--- config.mk ---
export PLATFORM = sky130hd
export DESIGN_NAME = regfile_writeback
export DESIGN_NICKNAME = d
export VERILOG_FILES = /design/src/rtl/regfile_writeback.sv
export SDC_FILE = /design/constraint.sdc
export NUM_CORES = 1
export LEC_CHECK = 0
export ABC_AREA = 1
export BUFFER_PORTS_ARGS = -buffer_cell sky130_fd_sc_hd__buf_2
export CAP_MARGIN = 20
export CORE_MARGIN = 1
export CORE_UTILIZATION = 35
export CTS_BUF_LIST = sky130_fd_sc_hd__clkbuf_8
export CTS_CLUSTER_DIAMETER = 150
export DETAILED_ROUTE_END_ITERATION = 16
export PLACE_DENSITY_LB_ADDON = 0.1
export SKIP_CTS_REPAIR_TIMING = 1
export SLEW_MARGIN = 0
export SYNTH_ARGS = -nofsm -noshare
export SYNTH_HDL_FRONTEND = slang
export SYNTH_SLANG_ARGS = --single-unit
export TNS_END_PERCENT = 5
--- constraint.sdc ---
create_clock -name clk -period 2.2 [get_ports clk]
set_clock_uncertainty 0.1 [all_clocks]
set_input_delay 0.44 -clock clk [delete_from_list [all_inputs] [get_ports clk]]
set_output_delay 0.44 -clock clk [all_outputs]
set_load 0.02 [all_outputs]
--- src/rtl/regfile_writeback.sv ---
// Write-side front end for the 32x32 register file: merges ALU and load results
// into an in-order FIFO, drains one write per cycle and offers decode forwarding.
module regfile_writeback #(
    parameter int DEPTH  = 4,
    parameter int DATA_W = 32,
    parameter int ADDR_W = 5
) (
    input  logic                   clk,
    input  logic                   rst_n,
    input  logic                   mem_valid,
    output logic                   mem_ready,
    input  logic [ADDR_W-1:0]      mem_addr,
    input  logic [DATA_W-1:0]      mem_data,
    input  logic                   alu_valid,
    output logic                   alu_ready,
    input  logic [ADDR_W-1:0]      alu_addr,
    input  logic [DATA_W-1:0]      alu_data,
    input  logic                   rd_req,
    output logic                   RegWrite,
    output logic [ADDR_W-1:0]      write_addr,
    output logic [DATA_W-1:0]      write_data,
    input  logic [ADDR_W-1:0]      query_addr,
    output logic                   query_hit,
    output logic [DATA_W-1:0]      query_data,
    output logic [$clog2(DEPTH):0] count
);

    localparam int PTR_W = $clog2(DEPTH);
    localparam int CNT_W = PTR_W + 1;
    localparam logic [CNT_W-1:0]  FULL_C   = CNT_W'(DEPTH);
    localparam logic [CNT_W-1:0]  ALMOST_C = CNT_W'(DEPTH - 1);
    localparam logic [CNT_W-1:0]  EMPTY_C  = {CNT_W{1'b0}};
    localparam logic [PTR_W-1:0]  PTR_ONE  = PTR_W'(1'b1);
    localparam logic [ADDR_W-1:0] ADDR_ZERO = {ADDR_W{1'b0}};
    localparam logic [DATA_W-1:0] DATA_ZERO = {DATA_W{1'b0}};

    logic [ADDR_W-1:0] addr_q_r [DEPTH];
    logic [DATA_W-1:0] data_q_r [DEPTH];
    logic [PTR_W-1:0]  head_r;
    logic [PTR_W-1:0]  tail_r;
    logic [CNT_W-1:0]  count_r;
    logic              reg_write_r;
    logic [ADDR_W-1:0] write_addr_r;
    logic [DATA_W-1:0] write_data_r;

    logic              mem_ready_s;
    logic              alu_ready_s;
    logic              mem_push_s;
    logic              alu_push_s;
    logic              pop_s;
    logic [PTR_W-1:0]  alu_slot_s;
    logic [PTR_W-1:0]  fwd_idx_s;
    logic              fwd_match_s;
    logic              fwd_hit_s;
    logic [DATA_W-1:0] fwd_data_s;

    // Input readiness from registered occupancy; mem keeps the last free slot.
    always_comb begin
        mem_ready_s = 1'b0;
        alu_ready_s = 1'b0;
        if (!rst_n) begin
            mem_ready_s = 1'b0;
            alu_ready_s = 1'b0;
        end else begin
            mem_ready_s = (count_r < FULL_C);
            alu_ready_s = (count_r < ALMOST_C) || ((count_r == ALMOST_C) && !mem_valid);
        end
    end

    // Push/pop decisions; r0 results finish the handshake but are dropped.
    always_comb begin
        mem_push_s = mem_valid && mem_ready_s && (mem_addr != ADDR_ZERO);
        alu_push_s = alu_valid && alu_ready_s && (alu_addr != ADDR_ZERO);
        pop_s      = (count_r != EMPTY_C) && !rd_req;
        alu_slot_s = tail_r + PTR_W'(mem_push_s);
    end

    // FIFO storage; the mem entry lands ahead of a same-edge ALU entry.
    always_ff @(posedge clk or negedge rst_n) begin
        if (!rst_n) begin
            for (int i = 0; i < DEPTH; i++) begin
                addr_q_r[i] <= ADDR_ZERO;
                data_q_r[i] <= DATA_ZERO;
            end
        end else begin
            if (mem_push_s) begin
                addr_q_r[tail_r] <= mem_addr;
                data_q_r[tail_r] <= mem_data;
            end
            if (alu_push_s) begin
                addr_q_r[alu_slot_s] <= alu_addr;
                data_q_r[alu_slot_s] <= alu_data;
            end
        end
    end

    // Pointers and occupancy; pointers wrap naturally at the power-of-two depth.
    always_ff @(posedge clk or negedge rst_n) begin
        if (!rst_n) begin
            head_r  <= {PTR_W{1'b0}};
            tail_r  <= {PTR_W{1'b0}};
            count_r <= EMPTY_C;
        end else begin
            tail_r  <= tail_r + PTR_W'(mem_push_s) + PTR_W'(alu_push_s);
            head_r  <= pop_s ? (head_r + PTR_ONE) : head_r;
            count_r <= count_r + CNT_W'(mem_push_s) + CNT_W'(alu_push_s) - CNT_W'(pop_s);
        end
    end

    // Register file write port; address/data hold while the port is yielded.
    always_ff @(posedge clk or negedge rst_n) begin
        if (!rst_n) begin
            reg_write_r  <= 1'b0;
            write_addr_r <= ADDR_ZERO;
            write_data_r <= DATA_ZERO;
        end else if (pop_s) begin
            reg_write_r  <= 1'b1;
            write_addr_r <= addr_q_r[head_r];
            write_data_r <= data_q_r[head_r];
        end else begin
            reg_write_r  <= 1'b0;
        end
    end

    // Forwarding scan from oldest (output register) to youngest (tail); last match wins.
    always_comb begin
        fwd_idx_s   = head_r;
        fwd_match_s = reg_write_r && (write_addr_r == query_addr);
        fwd_hit_s   = fwd_match_s;
        fwd_data_s  = fwd_match_s ? write_data_r : DATA_ZERO;
        for (int i = 0; i < DEPTH; i++) begin
            fwd_idx_s   = head_r + PTR_W'(i);
            fwd_match_s = (CNT_W'(i) < count_r) && (addr_q_r[fwd_idx_s] == query_addr);
            fwd_hit_s   = fwd_hit_s || fwd_match_s;
            fwd_data_s  = fwd_match_s ? data_q_r[fwd_idx_s] : fwd_data_s;
        end
    end

    assign mem_ready  = mem_ready_s;
    assign alu_ready  = alu_ready_s;
    assign RegWrite   = reg_write_r;
    assign write_addr = write_addr_r;
    assign write_data = write_data_r;
    assign count      = count_r;
    assign query_hit  = fwd_hit_s && (query_addr != ADDR_ZERO);
    assign query_data = query_hit ? fwd_data_s : DATA_ZERO;

endmodule

==> qor.yml, run 1 <==
cpMostUsedCell: "nand2_1"
failed_checks: "hold timing, setup timing"
crit_path_cell_trace: "buf_12 -> nand2_4 -> nand2_4 -> nand2_1 -> nand2_1 -> nand2_1 -> nand2_1 -> nor2_2 -> nand3_4 -> nand2_2 -> inv_2 -> nand2_8 -> clkbuf_16 -> nand3_1 -> nor2_4 -> buf_4"
final_util_pct: 45.1
num_rows: 75
setup_tns_ps: -42150
p_leak_nw: 9.50
netlist_top_cells_area: "dfrtp_1, nand2_1, o21ai_0, inv_1, o211ai_1"
final_cells: 3154
seq_area_frac_synth_pct: 32.6
fin_ws_ps: -1300
final_hold_viol_count: 2
hold_path.class: "primary input to register"
finalPower_mw: 30.4
mostFrequentLayoutCell: "nand2_1"
arrival_ps: 2960
cts_tree: "yes"
dieHeight_um: 208
die_w_um: 208
drc: 0
cts_made_buffers: 17
ant_nets: 0
cts.clk_slew.worst_paths_ps: 120
via_per_inst: 5.06
critPathBufInv: 4
grt_usage_pct: 24.8
initial_core_util_pct: 35.4
final_area_um2: 18900
placed_area_um2: 17800
slowest_delay_ps: 550
report.final.slew_viol_count: 0
fmax_mhz: 286
fin_crit_sh_pct: 159
grt_max_degree: 142
reg2reg_slack_ps: -140
status: "finished with violations"
pre_cts_slack_ps: -783
fin_crit_ps: 3500
drt-total-wl_mm: 53.2
pin_count: 160
avgSynthCellArea_um2: 6.15
grt_overflow: 0
synthToLayoutAreaGrowth_pct: 27.4
dp_hpwl_mm: 36.5
slowest_stage: "dfrtp_4"
clk_latency_ps: 590
critical_path_class: "register to output port"
synth_seq_cells: 193
vias: 16000
place_congestion: 0.878
dp_cells: 3098
whs_ps: -10.5
required_ps: 1660
cts_root_buffer: "clkbuf_8"
cts_buffer_depth: 2
coreArea_um2: 41900
maxCapViolations: 0
antenna_found_initial: 4
layout-drive-gt1-share_pct: 19.4
path_max_fanout: 26
syn_inst: 2412
syn_nets: 2503
maxSlewHeadroom_pct: 43.2
start_kind: "register"
grt_pass1_vias: 14700
netlist.area_leader.share_pct: 32.6
vdd_drop_max_uv: 952
grt_setup_unrepaired: "true"
setup-violations-final: 48
p_per_area_nw_per_um2: 1610
wl_per_cell_um: 16.9
cp-end-kind: "output port"
grt_pass1_wl_mm: 83.4
cp_top_family: "simple AND/OR/NAND/NOR gates"
die_area_um2: 43200
synth_cell_types: 28
yosys_warnings: 0
drt_pass1_iterations: 5
synth_area_um2: 14800
clock-sinks: 193
htreeDepth: 4
portBuffers: 159
mostFrequentLayoutCells: "nand2_1, o21ai_0, inv_1"
worstMarginPinSlew_ps: 851
synth_top_area_cell: "dfrtp_1"
nNetsFinal: 2690
drt_iter0_markers: 1217
-- power by group --
| part | leakage [nW] | total (mW) | internal [mW] | switching, mW |
|---|---|---|---|---|
| clock network | 0.215 | 2.63 | 1.08 | 1.54 |
| logic | 7.00 | 21.2 | 8.11 | 13.1 |
| registers | 2.28 | 6.62 | 5.37 | 1.25 |
-- logic make-up after synthesis --
family          Yosys count  share of synthesized area (%)
flops                   193                           32.6
compound gates          635                           24.0
fa+ha+maj                 7                          0.692
simple gates           1008                           27.4
xor+xnor                  6                          0.354
buf+inv                 563                           15.0
-- path summary, 6_finish.rpt --
check                         startpoint        endpoint  cells after the start
setup reg to reg                count[0]        count[2]                      9
min in group asynchronous          rst_n        RegWrite                      3
max in group asynchronous          rst_n       head_r[0]                      4
setup / recovery               head_r[0]  query_data[18]                     16
hold / removal               alu_data[8]    data_q_r[72]                      3
hold reg to reg            write_data[3]   write_data[3]                      2
-- layer usage --
layer	routed length (µm)	vias to the layer above	track usage [%]
li1	-	8106	-
met1	25000	7388	33.9
met2	24200	398	39.5
met3	2680	63	4.16
met4	1330	0	8.48
met5	0	-	0
-- cells in the mapped netlist (all sizes together) --
library cell,number
o211ai,148
o22ai,1
ha,5
fa,2
dfrtp,193
a21oi,38
nor2,147
o21ai,447
xnor2,3
clkbuf,106
xor2,3
inv,383
nand3,120
nor3,6
buf,74
a21boi,1
nand2,701
and3,1
nand4,33
-- flip-flops by register name, summed over array words and instances (netlist names) --
register / flops
data_q_r: 128
write_data: 32
addr_q_r: 20
write_addr: 5
count: 3
head_r: 2
tail_r: 2
RegWrite: 1
-- tightest hold or removal path: stages --
cell,delay [ps]
buf_2,110
o21ai_1,70
inv_1,50
-- area by class of cell --
type                    instances  area, µm²
fillers                      4350      23000
multi-input cells            1658       8470
flip-flops and latches        193       4840
repair buffers                346       3040
inverters                     383       1450
well taps                     539        674
clock buffers                  18        248
clock inverters                14        169
diodes                          3       7.51
(Power assumes the default switching activity.)
==> run 2, diff against run 1 <==
- CORE_UTILIZATION: 35 -> 56
==> run 2 against run 1 <==
The run still ends with hold timing, setup timing left; final area shrank 3.0%; combinational power is essentially flat; core utilization grew 25 points; global-route usage grew 9.8 points; first-iteration DRC count grew 27%; die area shrank 37%; non-clock buffer count shrank 17; power shrank 0.92%; via count grew 3.2%.
==> qor.yml, run 2 (synthesis results as in run 1) <==
coreArea_um2: 26000  # -38%
die_w_um: 165  # -21%
path_max_fanout: 10  # -62%
ant_nets: 0  # unchanged
place_congestion: 0.960  # +9.3%
grt_usage_pct: 34.6  # +9.8 points
grt_overflow: 0  # unchanged
layout-drive-gt1-share_pct: 19.4  # -0.089 points
clock-sinks: 193  # unchanged
fin_crit_sh_pct: 151  # -8.2 points
timing.rr.end: "count[2]"
clk_latency_ps: 480  # -110 ps
drc: 0  # unchanged
largest_register: "data_q_r"
cpMostUsedCell: "nor2_4"
portBuffers: 159  # unchanged
reg2reg_slack_ps: -150  # about the same
vias: 16500  # +3.2%
p_per_area_nw_per_um2: 1640  # +2.1%
slowest_delay_ps: 540  # about the same
pre_cts_slack_ps: -725  # +57.5 ps
grt_setup_unrepaired: "true"
maxSlewHeadroom_pct: 20.1  # -23 points
vdd_drop_max_uv: 1470  # +54%
grt_pass1_vias: 15100  # +2.4%
critPathBufInv: 4  # unchanged
htreeDepth: 4  # unchanged
slowest_stage: "dfrtp_4"
dp_hpwl_mm: 32.3  # -12%
grt_pass1_wl_mm: 74.1  # -11%
hold_path.class: "primary input to async pin"
cts_buffer_depth: 2  # unchanged
antenna_found_initial: 3  # -1
cts.clk_slew.worst_paths_ps: 110  # about the same
drt_iter0_markers: 1547  # +27%
cts_made_buffers: 17  # unchanged
crit_path_cell_trace: "buf_6 -> nand2_2 -> nand3_1 -> a21oi_1 -> buf_4 -> nor2_4 -> nand3_2 -> nand2_1 -> nor2_4 -> nand2_8 -> clkbuf_16 -> nand3_1 -> nor2_4 -> buf_4"
failed_checks: "hold timing, setup timing"
initial_core_util_pct: 57.1  # +22 points
pin_count: 160  # unchanged
dieHeight_um: 165  # -21%
cp-end-kind: "output port"
drt_pass1_iterations: 6  # +1
p_leak_nw: 9.38  # -1.2%
arrival_ps: 2770  # -190 ps
wl_per_cell_um: 16.7  # -1.2%
nFillCells: 2266  # -48%
mostFrequentLayoutCell: "nand2_1"
maxCapViolations: 0  # unchanged
start_kind: "register"
die_area_um2: 27100  # -37%
cp_top_family: "simple AND/OR/NAND/NOR gates"
fmax_mhz: 302  # +5.5%
largest_reg_flops: 128  # unchanged
via_per_inst: 5.62  # +11%
mostFrequentLayoutCells: "nand2_1, o21ai_0, inv_1"
nNetsFinal: 2672  # -0.67%
worstMarginPinSlew_ps: 1200  # +347 ps
fin_ws_ps: -1110  # +181 ps
setup-violations-final: 35  # -27%
synthToLayoutAreaGrowth_pct: 23.6
cts_tree: "yes"
whs_ps: -12.2  # -1.67 ps
reg2reg_from: "count[2]"
required_ps: 1660  # about the same
report.final.slew_viol_count: 0  # unchanged
status: "finished with violations"
drt-total-wl_mm: 48.8  # -8.2%
cts_root_buffer: "clkbuf_8"
r2r_cells: 9  # unchanged
grt_max_degree: 174  # +23%
fin_crit_ps: 3310  # -181 ps
critical_path_class: "register to output port"
finalPower_mw: 30.1  # -0.92%
num_rows: 59  # -21%
final_hold_viol_count: 2  # unchanged
[run 2: changes by cell type in the layout (fill, tap and decap cells not counted), moves of 8 or more]
cell	previous run	this run
nand3_1	97	89
nand3_2	14	24
buf_12	44	28
buf_6	22	11
o21ai_0	380	398
o21ai_1	64	49
[run 2: worst max-delay path by stage]
stage | startpoint | endpoint | slack, ps | cells past startpoint
2_1_floorplan | head_r[0] | query_data[10] | -240 | 14
3_3_place_gp | head_r[0] | query_data[15] | -710 | 15
3_5_place_dp | head_r[0] | query_data[31] | -730 | 15
4_1_cts | head_r[0] | query_data[31] | -1260 | 15
5_1_grt | head_r[0] | query_data[25] | -1230 | 14
6_report | head_r[0] | query_data[2] | -1110 | 14
[run 2: power by group]
group | internal, mW | switching, mW
clock network | 1.05 | 1.46
logic | 7.86 | 13.2
registers | 5.36 | 1.20
total | 14.3 | 15.9
[run 2: final cells by class]
type / instances / area (µm²) / area share [%]
Timing Repair Buffer: 329 / 2720 / 14.8
Tap cell: 335 / 419 / 2.29
Sequential cell: 193 / 4840 / 26.4
Inverter: 383 / 1460 / 7.98
Antenna cell: 3 / 7.51 / 0.0409
Multi-Input combinational cell: 1657 / 8490 / 46.3
Clock buffer: 17 / 234 / 1.28
Clock inverter: 14 / 171 / 0.935
[run 2: worst reg2reg max path, stage by stage, from the launching register on]
cell	delay (ps)
dfrtp_1	410
buf_4	170
nor3_2	160
buf_4	140
nor2_4	30
ha_1	260
inv_1	50
fa_2	380
fa_1	410
xnor2_1	130
[run 2: through the flow]
step                hold WS (ps)  setup TNS, ps  area [µm²]  cells  utilization (%)
finish                     -12.2         -35600       18300   2931             70.6
global route                 109         -40130       18300   2931             70.6
CTS                         -165         -62160       17600   2913             67.8
detailed placement           360         -75250       17200   2882             66.2
global placement             354         -64850       17200   2882             66.2
floorplan                   44.4         -33310       15200   2412                -
[run 2: layer usage]
metal	wire, µm	share of wire (%)	GRT usage, %
met5	0	0	0
met1	20700	42	46.6
met2	22200	45	56.3
met3	4210	8.6	4.45
met4	1680	3.4	13.8
